### src/rtl/apb_rr_master_if.sv
// apb_rev_c_if: APB rev C bus signals shared between one master and the fabric.
// The master modport drives the request side; the slave modport answers it.
interface apb_rev_c_if;
  logic [31:0] paddr;
  logic [2:0]  pprot;
  logic        pselx;
  logic        penable;
  logic        pwrite;
  logic [31:0] pwdata;
  logic [3:0]  pstrb;
  logic        pready;
  logic [31:0] prdata;
  logic        pslverr;

  modport master (
    output paddr, pprot, pselx, penable, pwrite, pwdata, pstrb,
    input  pready, prdata, pslverr
  );

  modport slave (
    input  paddr, pprot, pselx, penable, pwrite, pwdata, pstrb,
    output pready, prdata, pslverr
  );
endinterface

### src/rtl/apb_rr_master.sv
// apb_rr_master: round-robin arbiter plus APB rev C master.
// NUM_REQ requesters each hand over one transfer with valid/ready. The winner's
// fields are registered onto the shared APB bus, the SETUP and ACCESS phases are
// run, and the result comes back as a one-cycle pulse on resp_valid[winner].
// Optional feature: define APB_TIMEOUT_EN to abort an ACCESS phase that waits
// TIMEOUT_CYCLES cycles without pready (the response then carries resp_err=1).
module apb_rr_master #(
  parameter int NUM_REQ        = 4,
  parameter int TIMEOUT_CYCLES = 256
) (
  input  logic                  pclk,
  input  logic                  presetn,
  input  logic [NUM_REQ-1:0]    req_valid,
  output logic [NUM_REQ-1:0]    req_ready,
  input  logic [NUM_REQ*32-1:0] req_addr,
  input  logic [NUM_REQ-1:0]    req_write,
  input  logic [NUM_REQ*32-1:0] req_wdata,
  input  logic [NUM_REQ*4-1:0]  req_strb,
  input  logic [NUM_REQ*3-1:0]  req_prot,
  output logic [NUM_REQ-1:0]    resp_valid,
  output logic [31:0]           resp_rdata,
  output logic                  resp_err,
  apb_rev_c_if.master           apb
);

  localparam int IDX_W = (NUM_REQ > 1) ? $clog2(NUM_REQ) : 1;

  typedef enum logic [1:0] {
    IDLE   = 2'd0,
    SETUP  = 2'd1,
    ACCESS = 2'd2
  } state_t;

  // Parameter sanity checks, evaluated at elaboration only.
  generate
    if (NUM_REQ < 2 || NUM_REQ > 8) begin : g_num_req_check
      $error("apb_rr_master: NUM_REQ must be in 2..8");
    end
    if (TIMEOUT_CYCLES < 1) begin : g_timeout_check
      $error("apb_rr_master: TIMEOUT_CYCLES must be at least 1");
    end
  endgenerate

  state_t             state_reg;
  state_t             state_next;
  logic [IDX_W-1:0]   last_grant_reg;
  logic [IDX_W-1:0]   grant_reg;

  logic [31:0]        addr_arr  [NUM_REQ];
  logic [31:0]        wdata_arr [NUM_REQ];
  logic [3:0]         strb_arr  [NUM_REQ];
  logic [2:0]         prot_arr  [NUM_REQ];

  logic               pick_found;
  logic [IDX_W-1:0]   pick_idx;
  logic [IDX_W-1:0]   cand_idx;
  logic               accept;
  logic               complete;
  logic               timeout;
  logic               timeout_hit;

  logic [31:0]        paddr_reg;
  logic [2:0]         pprot_reg;
  logic               pselx_reg;
  logic               penable_reg;
  logic               pwrite_reg;
  logic [31:0]        pwdata_reg;
  logic [3:0]         pstrb_reg;

  logic [NUM_REQ-1:0] resp_valid_reg;
  logic [31:0]        resp_rdata_reg;
  logic               resp_err_reg;

  // Slice the flattened request vectors into per-requester views.
  generate
    for (genvar gi = 0; gi < NUM_REQ; gi++) begin : g_unpack
      assign addr_arr[gi]  = req_addr[gi*32 +: 32];
      assign wdata_arr[gi] = req_wdata[gi*32 +: 32];
      assign strb_arr[gi]  = req_strb[gi*4 +: 4];
      assign prot_arr[gi]  = req_prot[gi*3 +: 3];
    end
  endgenerate

  // Round-robin search: start one past the last winner, first valid requester wins.
  always_comb begin
    pick_found = 1'b0;
    pick_idx   = '0;
    cand_idx   = '0;
    for (int k = 1; k <= NUM_REQ; k++) begin
      cand_idx = IDX_W'((int'(last_grant_reg) + k) % NUM_REQ);
      if (!pick_found && req_valid[cand_idx]) begin
        pick_found = 1'b1;
        pick_idx   = cand_idx;
      end
    end
  end

  // Handshake only in IDLE and never while reset is held.
  always_comb begin
    req_ready = '0;
    if (state_reg == IDLE && presetn && pick_found) begin
      req_ready[pick_idx] = 1'b1;
    end
  end

  assign accept = (state_reg == IDLE) && pick_found;

`ifdef APB_TIMEOUT_EN
  localparam int CNT_W = $clog2(TIMEOUT_CYCLES + 1);

  logic [CNT_W-1:0] tmo_cnt_reg;

  // The terminal count is the TIMEOUT_CYCLES-th ACCESS cycle; pready there still wins.
  assign timeout_hit = (state_reg == ACCESS) && !apb.pready &&
                       (tmo_cnt_reg == CNT_W'(TIMEOUT_CYCLES - 1));

  // Count ACCESS cycles spent waiting; restart from zero every time ACCESS is entered.
  always_ff @(posedge pclk or negedge presetn) begin
    if (!presetn) begin
      tmo_cnt_reg <= '0;
    end else if (state_reg == SETUP) begin
      tmo_cnt_reg <= '0;
    end else if (state_reg == ACCESS && !apb.pready && !timeout_hit) begin
      tmo_cnt_reg <= tmo_cnt_reg + 1'b1;
    end
  end
`else
  assign timeout_hit = 1'b0;
`endif

  // Phase sequencing and completion detection.
  always_comb begin
    state_next = state_reg;
    complete   = 1'b0;
    timeout    = 1'b0;
    case (state_reg)
      IDLE: begin
        if (pick_found) begin
          state_next = SETUP;
        end
      end
      SETUP: begin
        state_next = ACCESS;
      end
      ACCESS: begin
        if (apb.pready) begin
          complete   = 1'b1;
          state_next = IDLE;
        end else if (timeout_hit) begin
          timeout    = 1'b1;
          state_next = IDLE;
        end
      end
      default: begin
        state_next = IDLE;
      end
    endcase
  end

  // State register; reset lands in IDLE with requester 0 next in line.
  always_ff @(posedge pclk or negedge presetn) begin
    if (!presetn) begin
      state_reg      <= IDLE;
      last_grant_reg <= IDX_W'(NUM_REQ - 1);
      grant_reg      <= '0;
    end else begin
      state_reg <= state_next;
      if (accept) begin
        last_grant_reg <= pick_idx;
        grant_reg      <= pick_idx;
      end
    end
  end

  // APB output registers: address/data fields load on accept and hold afterwards.
  always_ff @(posedge pclk or negedge presetn) begin
    if (!presetn) begin
      paddr_reg   <= '0;
      pprot_reg   <= '0;
      pselx_reg   <= 1'b0;
      penable_reg <= 1'b0;
      pwrite_reg  <= 1'b0;
      pwdata_reg  <= '0;
      pstrb_reg   <= '0;
    end else begin
      pselx_reg   <= (state_next == SETUP) || (state_next == ACCESS);
      penable_reg <= (state_next == ACCESS);
      if (accept) begin
        paddr_reg  <= addr_arr[pick_idx];
        pprot_reg  <= prot_arr[pick_idx];
        pwrite_reg <= req_write[pick_idx];
        // Reads never put requester data or strobes on the bus.
        pwdata_reg <= req_write[pick_idx] ? wdata_arr[pick_idx] : 32'd0;
        pstrb_reg  <= req_write[pick_idx] ? strb_arr[pick_idx]  : 4'd0;
      end
    end
  end

  // Response pulse to the granted requester the cycle after completion or abort.
  always_ff @(posedge pclk or negedge presetn) begin
    if (!presetn) begin
      resp_valid_reg <= '0;
      resp_rdata_reg <= '0;
      resp_err_reg   <= 1'b0;
    end else begin
      resp_valid_reg <= '0;
      if (complete) begin
        resp_valid_reg[grant_reg] <= 1'b1;
        resp_rdata_reg            <= pwrite_reg ? 32'd0 : apb.prdata;
        resp_err_reg              <= apb.pslverr;
      end else if (timeout) begin
        resp_valid_reg[grant_reg] <= 1'b1;
        resp_rdata_reg            <= 32'd0;
        resp_err_reg              <= 1'b1;
      end
    end
  end

  assign apb.paddr   = paddr_reg;
  assign apb.pprot   = pprot_reg;
  assign apb.pselx   = pselx_reg;
  assign apb.penable = penable_reg;
  assign apb.pwrite  = pwrite_reg;
  assign apb.pwdata  = pwdata_reg;
  assign apb.pstrb   = pstrb_reg;

  assign resp_valid = resp_valid_reg;
  assign resp_rdata = resp_rdata_reg;
  assign resp_err   = resp_err_reg;

endmodule
### src/flat_wrapper.sv
// flat-port wrapper written by rule: the top's interface ports become plain ports
module apb_rr_master_flat 
#(
  parameter int NUM_REQ        = 4,
  parameter int TIMEOUT_CYCLES = 256
)
  (pclk, presetn, req_valid, req_ready, req_addr, req_write, req_wdata, req_strb, req_prot, resp_valid, resp_rdata, resp_err, apb_paddr, apb_pprot, apb_pselx, apb_penable, apb_pwrite, apb_pwdata, apb_pstrb, apb_pready, apb_prdata, apb_pslverr);
  apb_rev_c_if apb_i ();
  input  logic pclk;
  input  logic presetn;
  input  logic [NUM_REQ-1:0] req_valid;
  output logic [NUM_REQ-1:0] req_ready;
  input  logic [NUM_REQ*32-1:0] req_addr;
  input  logic [NUM_REQ-1:0] req_write;
  input  logic [NUM_REQ*32-1:0] req_wdata;
  input  logic [NUM_REQ*4-1:0] req_strb;
  input  logic [NUM_REQ*3-1:0] req_prot;
  output logic [NUM_REQ-1:0] resp_valid;
  output logic [31:0] resp_rdata;
  output logic resp_err;
  output wire logic [$bits(apb_i.paddr)-1:0] apb_paddr;
  output wire logic [$bits(apb_i.pprot)-1:0] apb_pprot;
  output wire logic [$bits(apb_i.pselx)-1:0] apb_pselx;
  output wire logic [$bits(apb_i.penable)-1:0] apb_penable;
  output wire logic [$bits(apb_i.pwrite)-1:0] apb_pwrite;
  output wire logic [$bits(apb_i.pwdata)-1:0] apb_pwdata;
  output wire logic [$bits(apb_i.pstrb)-1:0] apb_pstrb;
  input wire logic [$bits(apb_i.pready)-1:0] apb_pready;
  input wire logic [$bits(apb_i.prdata)-1:0] apb_prdata;
  input wire logic [$bits(apb_i.pslverr)-1:0] apb_pslverr;
  assign apb_paddr = apb_i.paddr;
  assign apb_pprot = apb_i.pprot;
  assign apb_pselx = apb_i.pselx;
  assign apb_penable = apb_i.penable;
  assign apb_pwrite = apb_i.pwrite;
  assign apb_pwdata = apb_i.pwdata;
  assign apb_pstrb = apb_i.pstrb;
  assign apb_i.pready = apb_pready;
  assign apb_i.prdata = apb_prdata;
  assign apb_i.pslverr = apb_pslverr;
  apb_rr_master #(.NUM_REQ(NUM_REQ), .TIMEOUT_CYCLES(TIMEOUT_CYCLES)) u_core (.pclk(pclk), .presetn(presetn), .req_valid(req_valid), .req_ready(req_ready), .req_addr(req_addr), .req_write(req_write), .req_wdata(req_wdata), .req_strb(req_strb), .req_prot(req_prot), .resp_valid(resp_valid), .resp_rdata(resp_rdata), .resp_err(resp_err), .apb(apb_i));
endmodule
### config.mk
export PLATFORM = sky130hd
export DESIGN_NAME = apb_rr_master_flat
export DESIGN_NICKNAME = d
export VERILOG_FILES = /design/src/rtl/apb_rr_master_if.sv /design/src/rtl/apb_rr_master.sv /design/src/flat_wrapper.sv
export SDC_FILE = /design/constraint.sdc
export NUM_CORES = 1
export LEC_CHECK = 0
export BUFFER_PORTS_ARGS = -buffer_cell sky130_fd_sc_hd__buf_2
export CAP_MARGIN = 20
export CORE_AREA = 2 2 171 173
export DETAILED_ROUTE_END_ITERATION = 6
export DIE_AREA = 0 0 173 175
export GPL_ROUTABILITY_DRIVEN = 0
export PLACE_DENSITY = 0.57
export SLEW_MARGIN = 10
export SYNTH_ARGS = -nofsm -noshare
export SYNTH_HDL_FRONTEND = slang
export SYNTH_SLANG_ARGS = --single-unit
### constraint.sdc
create_clock -name pclk -period 2.7 [get_ports pclk]
set_clock_uncertainty 0.1 [all_clocks]
set_input_delay 0.54 -clock pclk [delete_from_list [all_inputs] [get_ports pclk]]
set_output_delay 0.54 -clock pclk [all_outputs]
set_load 0.02 [all_outputs]
# Yosys cells after proc, flatten, opt, wreduce, memory -nomap -nowiden

Index checks and enable logic that the tools add are counted.

Output and inout port bits: 115
Bits in registers: 117
Input bits: 328
Logic and storage cells: 90

Bitwise gates (word level): 1
Add/subtract/negate cells: 4
$lt $le $gt $ge: 9
Reduce and logical (&&, ||, !) cells: 13
Multiplexer cells: 46
Equality and inequality tests: 4

Operator list:

| cell                                                | number |
|---|---|
| 2-to-1 mux 32 bit                                   | 7 |
| binary-select mux 32 bit (select 2 bit)             | 2 |
| 2-to-1 mux 4 bit                                    | 5 |
| < comparator 2 x 3 -> 1 bit, second input constant  | 6 |
| 2-to-1 mux 1 bit                                    | 14 |
| 2-to-1 mux 2 bit                                    | 6 |
| binary-select mux 1 bit (select 2 bit)              | 5 |
| binary-select mux 4 bit (select 2 bit)              | 1 |
| logical AND 1 bit                                   | 8 |
| binary-select mux 3 bit (select 2 bit)              | 1 |
| 2-to-1 mux 3 bit                                    | 2 |
| one-hot mux 2 bit (3 select lines)                  | 1 |
| adder 2 x 1 -> 2 bit, second input constant         | 2 |
| adder 2 bit, second input constant                  | 2 |
| demux 1 bit (select 2 bit)                          | 2 |
| == test 2 x 1 -> 1 bit, second input constant       | 2 |
| == test 2 bit, second input constant                | 2 |
| >= comparator 2 x 1 -> 1 bit, second input constant | 2 |
| >= comparator 3 bit, second input constant          | 1 |
| logical NOT 1 bit                                   | 3 |
| inverter 2 -> 3 bit                                 | 1 |
| logical NOT 2 bit                                   | 1 |
| logical OR 1 bit                                    | 1 |

# Longest topological paths before layout

Depth in word-level cells: 18
Gate-level depth with buffers: 9
Gate-level depth less buffers: 6

# Least setup slack after synthesis

OpenSTA, ideal clock, no wires.

Kind: input-to-output
Start point: input port req_valid[0]
End point: output port req_ready[2]
Arrival: 1.976 ns
Required time: 2.060 ns
Slack: 0.084 ns
Path buffers: 3
Cell stages on the path: 8
Cells stage by stage: a21oi_1 -> a31oi_1 -> a21oi_2 -> buf_2 -> buf_2 -> buf_2 -> nand3_1 -> nor2_1

Longest elaborated chain between the ends: 17
Elaborated cells between the ends (all ways): 29
Classes of those cells: order compare (2); mux (19); reduce/logical (8)

RTL lines:

| element                                                                                           | line                 | RTL |
|---|---|---|
| from (decl)                                                                                       | flat_wrapper.sv:11   | `input logic [NUM_REQ-1:0] req_valid;` |
| binary-select mux 1 bit (select 2 bit)                                                            | apb_rr_master.sv:91  | `if (!pick_found && req_valid[cand_idx]) begin` |
| 2-to-1 mux 1 bit (implied by the code)                                                            | apb_rr_master.sv:91  |  |
| 2-to-1 mux 1 bit                                                                                  | apb_rr_master.sv:91  |  |
| logical NOT 1 bit                                                                                 | apb_rr_master.sv:91  |  |
| logical AND 1 bit                                                                                 | apb_rr_master.sv:91  |  |
| 2-to-1 mux 1 bit                                                                                  | apb_rr_master.sv:91  |  |
| logical NOT 1 bit                                                                                 | apb_rr_master.sv:91  |  |
| logical AND 1 bit                                                                                 | apb_rr_master.sv:91  |  |
| 2-to-1 mux 1 bit                                                                                  | apb_rr_master.sv:91  |  |
| logical NOT 1 bit                                                                                 | apb_rr_master.sv:91  |  |
| logical AND 1 bit                                                                                 | apb_rr_master.sv:91  |  |
| 2-to-1 mux 2 bit                                                                                  | apb_rr_master.sv:91  |  |
| < comparator 2 x 3 -> 1 bit (implied by the code) or >= comparator 2 x 1 -> 1 bit (tied branches) | apb_rr_master.sv:102 | `req_ready[pick_idx] = 1'b1;` |
| logical AND 1 bit (implied by the code)                                                           | apb_rr_master.sv:102 |  |
| 2-to-1 mux 1 bit (implied by the code)                                                            | apb_rr_master.sv:102 |  |
| demux 1 bit (select 2 bit)                                                                        | --                   |  |
| 2-to-1 mux 4 bit (*)                                                                              | apb_rr_master.sv:101 | `if (state_reg == IDLE && presetn && pick_found) begin` |
| to (decl)                                                                                         | flat_wrapper.sv:12   | `output logic [NUM_REQ-1:0] req_ready;` |

Every way passes the cells marked *; elsewhere a longest branch is shown, timed or not. The select of a mux whose other input is x is not followed.

# Worst setup path in the final report

Start point: register u_core.last_grant_reg[1]
End point: output port req_ready[3]

Longest elaborated chain between the ends: 18
Elaborated cells between the ends (all ways): 33
Classes of those cells: add/sub (4); order compare (2); mux (19); reduce/logical (8)

RTL lines:

| element                                                                                           | line                 | RTL |
|---|---|---|
| from (decl)                                                                                       | apb_rr_master.sv:46  | `logic [IDX_W-1:0] last_grant_reg;` |
| from (signal assigned)                                                                            | apb_rr_master.sv:164 | `last_grant_reg <= IDX_W'(NUM_REQ - 1);` |
| from (signal assigned)                                                                            | apb_rr_master.sv:169 | `last_grant_reg <= pick_idx;` |
| adder 2 x 1 -> 2 bit                                                                              | apb_rr_master.sv:90  | `cand_idx = IDX_W'((int'(last_grant_reg) + k) % NUM_REQ);` |
| binary-select mux 1 bit (select 2 bit)                                                            | apb_rr_master.sv:91  |  |
| 2-to-1 mux 1 bit (implied by the code)                                                            | apb_rr_master.sv:91  |  |
| 2-to-1 mux 1 bit                                                                                  | apb_rr_master.sv:91  |  |
| logical NOT 1 bit                                                                                 | apb_rr_master.sv:91  |  |
| logical AND 1 bit                                                                                 | apb_rr_master.sv:91  |  |
| 2-to-1 mux 1 bit                                                                                  | apb_rr_master.sv:91  |  |
| logical NOT 1 bit                                                                                 | apb_rr_master.sv:91  |  |
| [... 2 more ...]                                                                                  | --                   |  |
| logical NOT 1 bit                                                                                 | apb_rr_master.sv:91  |  |
| logical AND 1 bit                                                                                 | apb_rr_master.sv:91  |  |
| 2-to-1 mux 2 bit                                                                                  | apb_rr_master.sv:91  |  |
| < comparator 2 x 3 -> 1 bit (implied by the code) or >= comparator 2 x 1 -> 1 bit (tied branches) | apb_rr_master.sv:102 |  |
| logical AND 1 bit (implied by the code)                                                           | apb_rr_master.sv:102 |  |
| 2-to-1 mux 1 bit (implied by the code)                                                            | apb_rr_master.sv:102 |  |
| demux 1 bit (select 2 bit)                                                                        | --                   |  |
| 2-to-1 mux 4 bit (*)                                                                              | apb_rr_master.sv:101 |  |

Marked as above.

==> flow_summary.yaml <==
status:
  status: "finished, final reports clean"
yosys:
  ys_ff_latch: 117
  ys.flop_type: "dfrtp_1"
  synth_xor_area_share_pct: 0
  syn-cell-area_sq_um: 6500
  ys_types: 36
  synth_top_family_by_area: "compound AO/OA/AOI/OAI gates"
  synth_compound_area_share_pct: 21.0
  synth_fp_nets: 931
  synth_top_area_share_pct: 44.3
  synth_top_area_cell: "dfrtp_1"
  yosysSeqAreaShare_pct: 45.1
  synthAdderAreaFrac_pct: 0.193
  avgSynthCellArea_sq_um: 10.8
  yosys.area_share.simple_pct: 15.8
  synthTopCellsByCount: "115 x dfrtp_1, 76 x nand2_1, 70 x a211oi_1, 70 x nor2b_1"
  synth.most_common_cell: "dfrtp_1"
  synth_mux_area_share_pct: 13.1
  synth_edf_count: 0
  yosys-top-cells-area: "dfrtp_1 44%, mux4_2 12%, a211oi_1 8.1%"
  synthCells: 602
  yosys_warnings: 0
  asyncSetResetFlopFracSynth_pct: 100
sta:
  rsz0062_at_grt: "no"
  slew_headroom_pct: 55.0
  setup-violations-final: 0
  worst_slack_ns: 0.108
  fin_setup_tns_ns: 0
  tightest_slew_ns: 0.674
  finalMaxSlewViolations: 0
  period_share_pct: 96.0
  max_freq_mhz: 386
  hold_viol_final: 0
  min_period_ns: 2.59
  holdWs_ns: 0.114
global_route:
  antenna_found_initial: 3
  grt_overflow: 0
  grt_use_total_pct: 15.9
  grt_max_degree: 137
  grt_pass1_wl_um: 37400
  grt_pass1_vias: 6460
power:
  peakVddDrop_uv: 614
  total_power_mw: 10.7
  p_leak_nw: 4.83
  power_density_nw_per_um2: 1100
setup_path:
  crit_type: "register to output pin"
  crit_required_ns: 2.06
  endpoint_kind: "output pin"
  arrival_ns: 1.95
  cp-start-kind: "register"
  path_max_fanout: 13
route:
  vias_per_cell: 4.48
  wirelength_um: 24700
  drc_errors: 0
  drt_iter0_markers: 258
  vias: 6397
  routedWlPerCell_um: 17.3
  drtPass1Iterations: 4
  ant_nets: 0
clock_network:
  clock_latency_ns: 0.41
  cts_buffer_depth: 2
  numCtsBuffers: 17
  htree_num_levels: 4
  cts.sinks: 117
  root_buffer: "clkbuf_16"
  cts_tree: "built"
  clkTransAtPathRegs_ns: 0.07
floorplan:
  dieArea_sq_um: 30300
  row_count: 62
  io_pins: 443
  dieWidth_um: 173
  initial_core_util_pct: 22.9
  die_height_um: 175
  core_sq_um: 28400
worst_hold_path:
  min_path_type: "input port to async pin"
finish:
  area_delta_synth_final_pct: 50.0
  fin_cells: 1429
  final_layout_size_suffix_gt1_share_pct: 52.1
  nNetsFinal: 1360
  final_area_sq_um: 9740
  utilization_pct: 34.3
job:
  drv_cap: 0
placed_design:
  post-dp-hpwl_um: 19000
  dp_cells: 1392
  dpl_cell_area_sq_um: 9150
  numPortBuffers: 442
  pre_cts_ws_ns: 0.127
-- per-layer routing --
metal | vias up | track usage [%] | part of all wire [%]
met4 | 2 | 4.56 | 1.3
met1 | 2997 | 19.4 | 42
met3 | 17 | 3.96 | 6.6
met2 | 297 | 27.9 | 51
met5 | - | 0 | 0.053
li1 | 3084 | - | -
-- critical path, cell delays in order, from the launching register on --
cell and delay, ns:
dfstp_2 0.57, mux2i_1 0.20, o22a_1 0.18, o21a_4 0.20, buf_12 0.17, nor2_1 0.06, buf_2 0.16
-- placed cells by master (no fill, tap or decap), drive strengths merged, types with 17 or more instances in the layout --
| cell type | n |
|---|---|
| a211oi | 70 |
| a22o | 36 |
| buf | 466 |
| clkbuf | 17 |
| dfrtp | 115 |
| mux4 | 36 |
| nand2 | 76 |
| nand2b | 36 |
| nor2b | 70 |
| o21ai | 34 |
| o31ai | 35 |
-- path summary, 6_finish.rpt --
check / startpoint / end / slack [ns] / cells after the start
hold / removal: presetn / u_core.apb.paddr[26] / 0.11 / 2
hold reg to reg: u_core.apb.pprot[1] / u_core.apb.pprot[1] / 0.37 / 2
setup reg to reg: u_core.last_grant_reg[1] / u_core.apb.pwdata[3] / 0.18 / 8
max in group asynchronous: presetn / u_core.apb.pprot[1] / 1.99 / 2
setup / recovery: u_core.last_grant_reg[1] / req_ready[3] / 0.11 / 6
min in group pclk: apb_pslverr / u_core.resp_err / 0.23 / 3
-- power breakdown --
part	total [mW]	leakage (nW)	switching, mW	internal (mW)
logic	5.53	3.08	3.29	2.25
registers	2.99	1.49	0.446	2.55
clock network	2.16	0.264	0.960	1.20
-- logic make-up (layout without fill, tap and decap cells) --
logic type      count (synthesis)  after routing
simple gates                  198            198
compound gates                186            186
flops                         117            117
buf+inv                        61            503
mux                            39             39
fa+ha+maj                       1              1
other cells                     0              1
-- timing repair --
item,CTS,global route
setup buffers,0,4
hold buffers,0,0
gates cloned,0,0
setup endpoints to repair,2,2
gates resized for setup,3,0
pin swaps,0,1
-- final cells by class --
cell class	count	area, sq um
diodes	1	2.50
clock buffers	17	425
clock inverters	15	125
fillers	2989	18600
inverters	5	18.8
multi-input cells	424	3300
flip-flops and latches	117	2930
well taps	384	480
repair buffers	466	2460
Power figures use the tool's default switching activity.
